File: src/rtl/reg_file_sb.sv
// Register file with a per-register pending (scoreboard) bit for in-order issue.
// Reads are combinational; writeback clears pending and issue sets it.
module reg_file_sb #(
  parameter int DATA_W  = 16,
  parameter int ADDR_W  = 4,
  parameter int ZERO_R0 = 1,
  parameter int BYPASS  = 1
) (
  input  logic              clk,
  input  logic              rst,
  input  logic [ADDR_W-1:0] rs_addr,
  input  logic [ADDR_W-1:0] rt_addr,
  output logic [DATA_W-1:0] rs_data,
  output logic [DATA_W-1:0] rt_data,
  input  logic              wr_en,
  input  logic [ADDR_W-1:0] wr_addr,
  input  logic [DATA_W-1:0] wr_data,
  input  logic              issue_en,
  input  logic [ADDR_W-1:0] issue_rd,
  output logic              issue_ok,
  output logic              rs_busy,
  output logic              rt_busy,
  output logic [ADDR_W:0]   pend_cnt
);

  localparam int DEPTH = 2**ADDR_W;
  localparam logic [ADDR_W:0] CNT_ONE = {{ADDR_W{1'b0}}, 1'b1};

  logic [DATA_W-1:0] r_regs [DEPTH];
  logic [DEPTH-1:0]  r_pend;
  logic [ADDR_W:0]   r_pend_cnt;

  logic              w_wr_zero;
  logic              w_iss_zero;
  logic              w_wr_act;
  logic              w_set;
  logic              w_clr;
  logic [DEPTH-1:0]  w_pend_nxt;

  assign w_wr_zero  = (ZERO_R0 != 0) && (wr_addr == '0);
  assign w_iss_zero = (ZERO_R0 != 0) && (issue_rd == '0);
  assign w_wr_act   = wr_en && !w_wr_zero;

  // Acceptance looks only at pre-edge pending state, so a same-cycle writeback cannot unblock it.
  assign issue_ok = rst && issue_en && (w_iss_zero || !r_pend[issue_rd]);
  assign w_set    = issue_ok && !w_iss_zero;
  assign w_clr    = w_wr_act && r_pend[wr_addr];
  assign pend_cnt = r_pend_cnt;

  always_comb begin
    w_pend_nxt = r_pend;
    if (w_clr) w_pend_nxt[wr_addr] = 1'b0;
    if (w_set) w_pend_nxt[issue_rd] = 1'b1;
  end

  always_comb begin
    rs_data = '0;
    rs_busy = 1'b0;
    if (rst && !((ZERO_R0 != 0) && (rs_addr == '0))) begin
      if ((BYPASS != 0) && w_wr_act && (wr_addr == rs_addr)) begin
        rs_data = wr_data;
      end else begin
        rs_data = r_regs[rs_addr];
        rs_busy = r_pend[rs_addr];
      end
    end
  end

  always_comb begin
    rt_data = '0;
    rt_busy = 1'b0;
    if (rst && !((ZERO_R0 != 0) && (rt_addr == '0))) begin
      if ((BYPASS != 0) && w_wr_act && (wr_addr == rt_addr)) begin
        rt_data = wr_data;
      end else begin
        rt_data = r_regs[rt_addr];
        rt_busy = r_pend[rt_addr];
      end
    end
  end

  // A set and a clear can never hit the same bit in one cycle, so the count moves by set minus clear.
  always_ff @(posedge clk or negedge rst) begin
    if (!rst) begin
      for (int i = 0; i < DEPTH; i++) r_regs[i] <= '0;
      r_pend     <= '0;
      r_pend_cnt <= '0;
    end else begin
      if (w_wr_act) r_regs[wr_addr] <= wr_data;
      r_pend <= w_pend_nxt;
      if (w_set && !w_clr) begin
        r_pend_cnt <= r_pend_cnt + CNT_ONE;
      end else if (w_clr && !w_set) begin
        r_pend_cnt <= r_pend_cnt - CNT_ONE;
      end
    end
  end

endmodule
File: config.mk
export PLATFORM = sky130hd
export DESIGN_NAME = reg_file_sb
export DESIGN_NICKNAME = d
export VERILOG_FILES = /design/src/rtl/reg_file_sb.sv
export SDC_FILE = /design/constraint.sdc
export NUM_CORES = 1
export LEC_CHECK = 0
export BUFFER_PORTS_ARGS = -buffer_cell sky130_fd_sc_hd__buf_4
export CORE_ASPECT_RATIO = 1.4
export CORE_MARGIN = 10
export CORE_UTILIZATION = 69
export CTS_BUF_LIST = sky130_fd_sc_hd__clkbuf_2 sky130_fd_sc_hd__clkbuf_4 sky130_fd_sc_hd__clkbuf_8
export DETAILED_ROUTE_END_ITERATION = 6
export PLACE_DENSITY = 0.88
export REMOVE_ABC_BUFFERS = 1
export SKIP_LAST_GASP = 1
export SLEW_MARGIN = 5
export SYNTH_ARGS = -nofsm -noshare
export SYNTH_HDL_FRONTEND = slang
export SYNTH_SLANG_ARGS = --single-unit
File: constraint.sdc
create_clock -name clk -period 4.81 [get_ports clk]
set_input_delay 0.7215 -clock clk [delete_from_list [all_inputs] [get_ports clk]]
set_output_delay 0.7215 -clock clk [all_outputs]
set_load 0.05 [all_outputs]
# ---- Yosys cells after proc, flatten, opt, wreduce, memory -nomap -nowiden
# Cells that the tools add are included.
# Widths: inputs -> output; s select.
dict set report totals {
  ff_bits 277
  inputBits 36
  out_inout_bits 40
}
dict set report op_classes {
  n_eq_ne 2
  n_addsub 2
  muxes 33
  reduce_logical 27
  order_cmp 10
  n_bitwise 6
}
# operator n
set op_table {}
lappend op_table {{$bwmux 256} 1}
lappend op_table {{$mux 16} 11}
lappend op_table {{$bmux 16 s4} 2}
lappend op_table {{$demux 16 s4} 1}
lappend op_table {{$lt 4x5->1 const B} 4}
lappend op_table {{$and 16x16->16} 1}
lappend op_table {{$bmux 1 s4} 4}
lappend op_table {{$logic_not 4->1} 4}
lappend op_table {{$not 16->16} 1}
lappend op_table {{$or 16x16->16} 1}
lappend op_table {{$ge 5x5->1 const B} 3}
lappend op_table {{$not 4->5} 3}
lappend op_table {{$logic_and 1x1->1} 14}
lappend op_table {{$mux 1} 10}
lappend op_table {{$mux 5} 2}
lappend op_table {{$demux 1 s4} 2}
lappend op_table {{$eq 4x4->1} 2}
lappend op_table {{$ge 4x1->1 const B} 2}
lappend op_table {{$logic_not 1->1} 7}
lappend op_table {{$add 5x1->5 const B} 1}
lappend op_table {{$lt 5x1->1 const B} 1}
lappend op_table {{$sub 5x1->5 const B} 1}
lappend op_table {{$reduce_bool 2->1} 1}
lappend op_table {{$logic_or 1x1->1} 1}

# ---- Depth between registers and ports, before layout
# Gate-level depths: netlist (run 1).
dict set report depth {
  word_depth 10
  mapped_depth 14
  depth_no_buf 13
}

# ---- Worst setup path after synthesis (run 1)
# OpenSTA, ideal clock, no wires.
dict set report synth_timing {
  kind {input to register}
  start {input wr_addr[1]}
  end {register r_pend_cnt[4], in the netlist pend_cnt[4]}
  stages 13
  t_arrival_ps 3238
  setup_slack_ps 1429
  cell_sequence {buf_2 buf_2 mux4_2 mux4_2 nand2_1 ha_1 inv_1 fa_1 a21o_1 a21oi_1 xnor2_1 nor2_1 xor2_1}
}
dict set report synth_via {
  elab_chain_len 7
}
# element line_no
set synth_rtl {}
lappend synth_rtl {{start, declared} 16} ;# input logic [ADDR_W-1:0] wr_addr,
lappend synth_rtl {{branches (longest 3 deep; another with $bmux 1 s4)} n/a}
lappend synth_rtl {{$logic_and 1x1->1 *} 47} ;# assign w_clr = w_wr_act && r_pend[wr_addr];
lappend synth_rtl {{$logic_not 1->1} 91} ;# if (w_set && !w_clr) begin
lappend synth_rtl {{$logic_and 1x1->1} 91}
lappend synth_rtl {{$mux 5 or $reduce_bool 2->1 (tied branches)} n/a}
lappend synth_rtl {{end signal, assigned} 92} ;# r_pend_cnt <= r_pend_cnt + CNT_ONE;
lappend synth_rtl {{end signal, assigned} 94} ;# r_pend_cnt <= r_pend_cnt - CNT_ONE;
lappend synth_rtl {{end, declared} 31} ;# logic [ADDR_W:0] r_pend_cnt;
# Every way passes the cells marked *. The select of a mux whose other input is x is not followed.
# A chain may end at the register's enable or synchronous reset.

# ---- Worst setup path after layout (run 1)
dict set report layout_timing {
  start {input rt_addr[2]}
  end {output rt_data[10]}
}
dict set report layout_via {
  elab_chain_len 6
}
# element line_no
set layout_rtl {}
lappend layout_rtl {{start, declared} 12} ;# input logic [ADDR_W-1:0] rt_addr,
lappend layout_rtl {{$not 4->5 (implied by the code)} 76} ;# rt_data = r_regs[rt_addr];
lappend layout_rtl {{$bmux 16 s4} 76}
lappend layout_rtl {{$mux 16 (implied by the code) (2 in series)} 76}
lappend layout_rtl {{$mux 16} 73} ;# if ((BYPASS != 0) && w_wr_act && (wr_addr == rt_addr)) begin
lappend layout_rtl {{$mux 16 *} 72} ;# if (rst && !((ZERO_R0 != 0) && (rt_addr == '0))) begin
lappend layout_rtl {{end, declared} 14} ;# output logic [DATA_W-1:0] rt_data,
# Every way passes the cells marked *; elsewhere a longest branch is shown, timed or not. The select of a mux whose other input is x is not followed.

==> out/results.tsv, run 1 <==
metric	value	unit
WP data arrival	2.92	ns
CP cell instances	buf_4, nor2b_1, buf_4, a22oi_1, nand2_1, a22o_1, buf_4	
kind of critical path	input port to output port	
Layout Nets	1119	
Worst R2R Setup Slack	1.66	ns
switching component of the power	2244	uW
top cells by count, synth	dfrtp_1, mux2_2, mux4_2, a22oi_1, clkbuf_1	
number of synthesized flops with an enable pin	0	
filler cell count	1289	
Worst Path Required	4.09	ns
Yosys top cell area share	0.4489	
first-pass GRT wire length	63.75	mm
antenna cells	0	
hold crit path type	input port to async pin	
Core Rows	64	
post-cts resize count	0	
pwr dens	430.9	nW/um2
Reg2Reg Depth	12	
Critical Path Start Type	input port	
vias per inst	7.374	
cell taking the most area after synthesis	dfrtp_1	
Buf/Inv on CP	3	
sequential-to-total area share from yosys stat	0.4489	
total wire length	41.06	mm
Clk Tree Root Cell	clkbuf_8	
Distinct cells, synth	52	
H-tree depth	2	
gr usage total	0.2839	
Congestion Overflow GR	0	
crit path max fanout	12	
Sw Share	0.3085	
clk sinks	277	
internal power	5028	uW
Pre-Repair DR Iteration Count	5	
Slew Viols, Final	0	
Final Cycle Share	0.7571	
worst-margin pin slew	1.384	ns
Syn Std Cell Area	15440	um2
starting DRC count in detailed routing	994	
Power Total	7272	uW
Initial Utilization	0.7038	
CTS tree	built	
Syn. warnings	0	
Max Cap Viol	0	
slowest CP cell	nor2b_1	
Comb pwr share	0.272	
vias	10346	
top_reg_cell synth	dfrtp_1	
Setup violations, final	0	
Worst Skew	0.01003	ns
DRC Markers	0	
largest net degree at the start of global routing	85	
CTS Buffer Depth	3	
Area Growth Syn to Fin	9.294	%
Clock Latency Late Sink	0.55	ns
setup TNS	0	ns
status	complete, no violations	
Horiz. Die Dim	146.4	um
Synth area leaders	dfrtp_1, mux4_2, mux2_2, a22oi_1, a22o_1	
number of global-route vias before repair	11044	
# port buffers	75	
Flop pwr share	0.452	
P_leak	0.007159	uW
Slew headroom	0.07705	
setup ws final	1.168	ns
Crit. End Element	output port	
Max Freq	0.2746	GHz
die area	28850	um2
I/O pin count	76	
delay-heaviest family, CP	simple AND/OR/NAND/NOR gates	
final number of hold-violating endpoints	0	
clock network power share	0.276	
DP HPWL	25.37	mm
synthesized instance count	1042	
most numerous cell in the Yosys netlist	dfrtp_1	
Routed WL per cell	29.26	um
Detail Route Antenna Nets	0	
layout cells sized above 1	0.5217	
Chip Height	197	um
RSZ-0062 raised after global routing	false	
RR Startpoint	r_pend[15]	
Post-CTS Setup Bufs	0	
most frequent CP cell	buf_4	
cts hold-fix bufs	0	
Syn Area/Cell	14.82	um2
dpl ws	1.177	ns
RePlAce Congestion	0.9736	
clk slew on worst S/H paths	0.06	ns
Util after Layout	0.7692	
Slowest Stage Delay on Critical Path	1.03	ns
worst vdd ir	0.2765	mV
Critical Path Stages	7	
Num CTS Buffers	43	
capture point of the worst reg-to-reg path	pend_cnt[4]	
Core ar.	21940	um2
Tmin final	3.642	ns
ys async rst share	1.000	
initial antenna violation count	0	
synthesis-stage register bit count	277	
-- registers in the layout, indices dropped and copies added (netlist names) --
name	flops
pend_cnt	5
r_regs	256
r_pend	16
-- cell families after synthesis --
| kind of cell | count (synthesis) | synth area share |
|---|---|---|
| compound gates | 144 | 0.07204 |
| xor+xnor | 13 | 0.007374 |
| fa+ha+maj | 5 | 0.004538 |
| buf+inv | 119 | 0.04214 |
| flops | 277 | 0.4489 |
| mux | 391 | 0.3907 |
| simple gates | 93 | 0.03428 |
-- power by group through the flow --
stage	combinational (uW)	sequential, uW	clock (uW)
2_1_floorplan	1390	3220	0
3_3_place_gp	1900	3240	0
3_5_place_dp	1970	3300	0
4_1_cts	1980	3260	2030
5_1_grt	2120	3340	2130
6_report	1980	3290	2010
-- per-stage QoR --
stage               std cells  hold slack [ns]  area (um2)
finish                   1403           0.1065       16880
detailed placement       1330           0.3836       16010
floorplan                 928           0.3653       14810
global placement         1330           0.3763       16010
global route             1403           0.1381       16880
CTS                      1403           0.1244       16880
-- area by class of cell --
type / count / area, um2 / share of cell area
clock buffer: 66 / 820.8 / 0.04864
inverter: 5 / 18.77 / 0.001112
timing repair buffer: 105 / 833.3 / 0.04938
tap: 297 / 371.6 / 0.02202
clock inverter: 7 / 41.29 / 0.002447
multi-input combinational: 646 / 7859 / 0.4657
sequential: 277 / 6932 / 0.4107
-- worst max path at each step --
stage | endpoint | start
after floorplan | pend_cnt[4] | issue_rd[0]
after global placement | pend_cnt[4] | issue_rd[0]
after detailed placement | pend_cnt[4] | issue_rd[0]
after CTS | rs_data[3] | wr_addr[0]
after global routing | rs_data[3] | wr_addr[0]
final | rt_data[10] | rt_addr[2]
-- metal layers --
| metal | routed length (um) | up-vias | global-route usage |
|---|---|---|---|
| met5 | 0 | - | 0 |
| met1 | 14420 | 5341 | 0.3418 |
| met4 | 2291 | 0 | 0.1475 |
| li1 | - | 4144 | - |
| met3 | 4201 | 169 | 0.08024 |
| met2 | 20140 | 692 | 0.4610 |
-- layout by cell type, fill, tap and decap left out, types with 3 or more instances in the layout --
master,count
buf_4,101
nor2_1,9
o21ai_0,7
a22oi_1,61
o21ai_1,3
clkinv_2,5
inv_1,3
nand2_1,41
mux4_2,145
buf_12,3
clkbuf_4,14
or3_1,4
nor2b_1,6
ha_1,4
mux2_2,227
mux2_1,17
a21oi_1,6
a22o_1,30
dfrtp_1,277
xnor2_1,3
xor2_1,10
nor2_2,11
o31ai_1,20
clkbuf_8,52
No activity file was read; power rests on OpenSTA's default activity.
==> run 2, diff against run 1 <==
--- a/config.mk
+++ b/config.mk
@@ -8,10 +8,10 @@
 export BUFFER_PORTS_ARGS = -buffer_cell sky130_fd_sc_hd__buf_4
 export CORE_ASPECT_RATIO = 1.4
 export CORE_MARGIN = 10
-export CORE_UTILIZATION = 69
+export CORE_UTILIZATION = 64
 export CTS_BUF_LIST = sky130_fd_sc_hd__clkbuf_2 sky130_fd_sc_hd__clkbuf_4 sky130_fd_sc_hd__clkbuf_8
 export DETAILED_ROUTE_END_ITERATION = 6
-export PLACE_DENSITY = 0.88
+export PLACE_DENSITY = 0.83
 export REMOVE_ABC_BUFFERS = 1
 export SKIP_LAST_GASP = 1
 export SLEW_MARGIN = 5
==> constraint.sdc (replaced) <==
create_clock -name clk -period 3.7 [get_ports clk]
set_input_delay 0.555 -clock clk [delete_from_list [all_inputs] [get_ports clk]]
set_output_delay 0.555 -clock clk [all_outputs]
set_load 0.05 [all_outputs]
==> out/results.tsv, run 2 (synthesis results as in run 1) <==
metric	value	unit	change
RSZ-0062 raised after global routing	false		
filler cell count	1499		+16%
Worst Skew	0.006694	ns	-0.003331 ns
Most flops, register	r_regs		
clk slew on worst S/H paths	0.07	ns	about the same
Routed WL per cell	29.17	um	-0.33%
first-pass GRT wire length	64.51	mm	+1.2%
Buf/Inv on CP	1		-2
Critical Path Stages	12		+5
Slew Viols, Final	0		unchanged
status	complete, no violations		
pwr dens	567.9	nW/um2	+32%
Crit. End Element	flop		
Worst Path Required	4.15	ns	+0.06 ns
clk sinks	277		unchanged
final number of hold-violating endpoints	0		unchanged
post-cts resize count	0		unchanged
Max Freq	0.3119	GHz	
worst-margin pin slew	1.250	ns	-0.1347 ns
vias	10474		+1.2%
cts hold-fix bufs	0		unchanged
largest net degree at the start of global routing	196		+130%
Horiz. Die Dim	151.3	um	+3.3%
max reg flops	256		unchanged
termination of the worst setup path	pend_cnt[4]		
Worst setup startpoint	r_pend[13]		
Reg2Reg Depth	12		unchanged
Slew headroom	0.1669		+0.08982
Tmin final	3.206	ns	
worst vdd ir	0.3512	mV	+27%
gr usage total	0.2735		-0.01042
Post-CTS Setup Bufs	0		unchanged
number of global-route vias before repair	11102		+0.53%
Critical Path Start Type	flop		
placed insts	1357		+2.0%
Chip Height	203.8	um	+3.4%
initial antenna violation count	0		unchanged
Pre-Repair DR Iteration Count	7		+2
kind of critical path	flop to flop		
CTS Buffer Depth	3		unchanged
Final Cycle Share	0.8666		
Max Cap Viol	0		unchanged
WHS	0.09582	ns	-0.01068 ns
Core Rows	67		+4.7%
Num CTS Buffers	44		+2.3%
setup TNS	0	ns	unchanged
starting DRC count in detailed routing	1091		+9.8%
Slowest Stage Delay on Critical Path	0.54	ns	-0.49 ns
Post-Layout Cell Count	1436		+2.4%
slowest CP cell	mux4_2		
total wire length	41.89	mm	+2.0%
vias per inst	7.294		-1.1%
layout cells sized above 1	0.5311		+0.009384
CP cell instances	mux4_2, mux2_2, a21oi_1, o21a_1, ha_1, inv_1, fa_1, a21o_1, a21oi_1, xnor2_1, nor2_1, xor2_1		
antenna cells	0		unchanged
Detail Route Antenna Nets	0		unchanged
# port buffers	75		unchanged
capture point of the worst reg-to-reg path	pend_cnt[4]		
Core ar.	23890	um2	+8.9%
commonest non-fill, non-tap cell in the layout	dfrtp_1		
delay-heaviest family, CP	multiplexers		
Initial Utilization	0.6463		-0.05746
Area Growth Syn to Fin	11.43	%	
P_leak	0.007323	uW	+2.3%
crit path max fanout	5		-7
most frequent CP cell	a21oi_1		
I/O pin count	76		unchanged
hold crit path type	input port to async pin		
RePlAce Congestion	0.9380		-3.7%
most frequent cells in the layout	dfrtp_1, mux2_2, mux4_2		
Setup violations, final	0		unchanged
Clk Tree Root Cell	clkbuf_8		
CTS tree	built		
Clock Latency Late Sink	0.57	ns	+0.02 ns
Layout Nets	1134		+1.3%
H-tree depth	2		unchanged
DRC Markers	0		unchanged
die area	30830	um2	+6.9%
Worst R2R Setup Slack	0.49	ns	-1.17 ns
RR Startpoint	r_pend[13]		
WP data arrival	3.66	ns	+0.74 ns
Congestion Overflow GR	0		unchanged
DP HPWL	25.17	mm	-0.81%
## run 2: cell count changes in the layout (fill, tap and decap cells not counted), sizes merged
cell | previous run | this run
buf | 105 | 119
clkbuf | 66 | 70
bufinv | 0 | 2
clkinv | 6 | 7
clkinvlp | 1 | 0
## run 2: area by class of cell
cell class / count / area, um2 / area share
clock buffer: 70 / 894.6 / 0.05199
sequential: 277 / 6932 / 0.4029
clock inverter: 9 / 98.84 / 0.005745
multi-input combinational: 646 / 7861 / 0.4569
tap: 310 / 387.9 / 0.02254
timing repair buffer: 119 / 1013 / 0.05890
inverter: 5 / 18.77 / 0.001091
## run 2: how the worst min path moves through the flow
stage	slack, ns	end	startpoint	depth (start not counted)
after CTS	0.11	r_regs[126]	rst	2
after detailed placement	0.38	r_regs[249]	r_regs[249]	0
after global placement	0.38	r_regs[255]	r_regs[255]	0
after global routing	0.14	r_regs[126]	rst	2
after floorplan	0.26	pend_cnt[0]	rst	0
final	0.1	r_regs[166]	rst	2
## run 2: where the power goes
part | total [uW] | internal [uW] | switching, uW | leakage (uW)
Sequential | 4260 | 3710 | 545 | 0.00343
Clock | 2920 | 1670 | 1240 | 0.000531
Combinational | 2600 | 1430 | 1170 | 0.00336
Total | 9770 | 6820 | 2950 | 0.00732
## run 2: per-layer routing
layer | track usage | vias up | share of wire
li1 | - | 4185 | -
met1 | 0.3247 | 5505 | 0.35
met2 | 0.4587 | 621 | 0.51
met3 | 0.05101 | 163 | 0.083
met4 | 0.1499 | 0 | 0.057
met5 | 0 | - | 0
## run 2: stage by stage
stage	utilization	setup slack [ns]	cell area [um2]	power, uW
6_report	0.7202	0.4935	17210	9771
5_1_grt	0.7202	0.4103	17210	10180
4_1_cts	0.7202	0.5230	17210	9778
3_5_place_dp	0.6786	0.1757	16210	6859
3_3_place_gp	0.6786	0.2659	16210	6701
2_1_floorplan	-	0.6522	14810	5985
==> run 3, diff against run 2 <==
--- a/config.mk
+++ b/config.mk
@@ -6,12 +6,13 @@
 export NUM_CORES = 1
 export LEC_CHECK = 0
 export BUFFER_PORTS_ARGS = -buffer_cell sky130_fd_sc_hd__buf_4
+export CAP_MARGIN = 25
 export CORE_ASPECT_RATIO = 1.4
 export CORE_MARGIN = 10
 export CORE_UTILIZATION = 64
 export CTS_BUF_LIST = sky130_fd_sc_hd__clkbuf_2 sky130_fd_sc_hd__clkbuf_4 sky130_fd_sc_hd__clkbuf_8
 export DETAILED_ROUTE_END_ITERATION = 6
-export PLACE_DENSITY = 0.83
+export PLACE_DENSITY = 0.86
 export REMOVE_ABC_BUFFERS = 1
 export SKIP_LAST_GASP = 1
 export SLEW_MARGIN = 5
==> out/results.tsv, run 3 (synthesis results as in run 1) <==
metric	value	unit	change
Layout Nets	1134		unchanged
vias	10331		-1.4%
status	complete, no violations		
Power Total	9561	uW	-2.2%
Setup violations, final	0		unchanged
kind of critical path	input port to output port		
commonest non-fill, non-tap cell in the layout	dfrtp_1		
Crit. End Element	output port		
Max Cap Viol	0		unchanged
Chip Height	203.8	um	unchanged
pwr dens	559.2	nW/um2	-1.5%
worst-margin pin slew	0.9558	ns	-0.2939 ns
layout cells sized above 1	0.5264		-0.004721
final number of hold-violating endpoints	0		unchanged
filler cell count	1482		-1.1%
Horiz. Die Dim	151.3	um	unchanged
Worst R2R Setup Slack	0.51	ns	+0.02 ns
RePlAce Congestion	0.9652		+2.9%
Detail Route Antenna Nets	0		unchanged
cts hold-fix bufs	1		+1
hold crit path type	input port to flop		
area of the multi-input gates	7859	um2	about the same
initial antenna violation count	0		unchanged
DP HPWL	25.77	mm	+2.4%
antenna cells	0		unchanged
Routed WL per cell	29.14	um	about the same
DRC Markers	0		unchanged
Clk Tree Root Cell	clkbuf_8		
FF/Latch Area	6932	um2	unchanged
largest net degree at the start of global routing	182		-7.1%
CTS Buffer Depth	3		unchanged
I/O pin count	76		unchanged
number of global-route vias before repair	11042		-0.54%
total wire length	41.64	mm	-0.58%
Core Rows	67		unchanged
Clock Latency Late Sink	0.57	ns	about the same
die area	30830	um2	unchanged
Num CTS Buffers	44		unchanged
clk sinks	277		unchanged
Most flops, register	r_regs		
starting DRC count in detailed routing	1099		+0.73%
most frequent cells in the layout	dfrtp_1, mux2_2, mux4_2		
P_leak	0.007268	uW	-0.76%
Congestion Overflow GR	0		unchanged
Area Growth Syn to Fin	10.73	%	
H-tree depth	2		unchanged
crit path max fanout	32		+27
CTS tree	built		
first-pass GRT wire length	64.51	mm	unchanged
Worst Path Required	3.14	ns	-1.01 ns
clk slew on worst S/H paths	0.06	ns	about the same
Pre-Repair DR Iteration Count	7		unchanged
Tmin final	3.441	ns	+0.2346 ns
max reg flops	256		unchanged
Slew headroom	0.3628		+0.1959
Critical Path Start Type	input port		
gr usage total	0.2741		+0.0005769
setup TNS	0	ns	unchanged
Core ar.	23890	um2	unchanged
Final Cycle Share	0.9300		+0.06340
worst vdd ir	0.4732	mV	+35%
Slew Viols, Final	0		unchanged
RSZ-0062 raised after global routing	false		
Initial Utilization	0.6463		unchanged
Post-CTS Setup Bufs	0		unchanged
vias per inst	7.230		-0.88%
post-cts resize count	0		unchanged
# port buffers	75		unchanged
Worst Skew	0.02057	ns	+0.01388 ns
Max Freq	0.2906	GHz	-6.8%
WP data arrival	2.89	ns	-0.77 ns
-- run 3: where the power goes --
part	leakage (uW)	switching (uW)	total, uW	internal [uW]
sequential	0.00343	554	4270	3710
clock	0.000475	1200	2700	1500
combinational	0.00336	1170	2600	1430
total	0.00727	2920	9560	6640
-- run 3: through the flow --
stage,hold WS (ns),setup WS [ns],instances,instance area [um2],util
finish,0.2733,0.2590,1429,17100,0.7156
global route,0.2684,0.2087,1429,17100,0.7156
CTS,0.2430,0.2673,1429,17100,0.7156
detailed placement,0.3871,0.1858,1356,16190,0.6778
global placement,0.3766,0.2737,1354,16140,0.6755
floorplan,0.2594,0.6522,928,14810,-
-- run 3: cell type report --
cell class	instances	area share
clock buffer	65	0.04866
clock inverter	7	0.003659
tap	310	0.02269
multi-input combinational	646	0.4596
sequential	277	0.4054
timing repair buffer	119	0.05884
inverter	5	0.001098
-- run 3: routing by layer --
| layer | vias up | share of wire | global-route usage |
|---|---|---|---|
| met5 | - | 0 | 0 |
| met4 | 0 | 0.057 | 0.1444 |
| met3 | 188 | 0.085 | 0.05944 |
| met2 | 637 | 0.50 | 0.4449 |
| met1 | 5342 | 0.36 | 0.3363 |
| li1 | 4164 | - | - |
-- run 3: final timing paths --
path,start,end,depth (start not counted)
setup / recovery,rst,rt_data[10],7
hold reg to reg,r_regs[251],r_regs[251],0
setup reg to reg,r_pend[15],pend_cnt[4],12
min in group asynchronous,rst,r_regs[190],2
max in group asynchronous,rst,r_regs[116],3
hold / removal,issue_rd[3],r_pend[6],2
-- run 3: worst max-delay path, cell delays in order --
cell	delay, ns
dlygate4sd3_1	0.56
buf_8	0.26
o41ai_2	0.16
a21oi_2	0.58
buf_4	0.35
a22o_1	0.18
buf_4	0.20
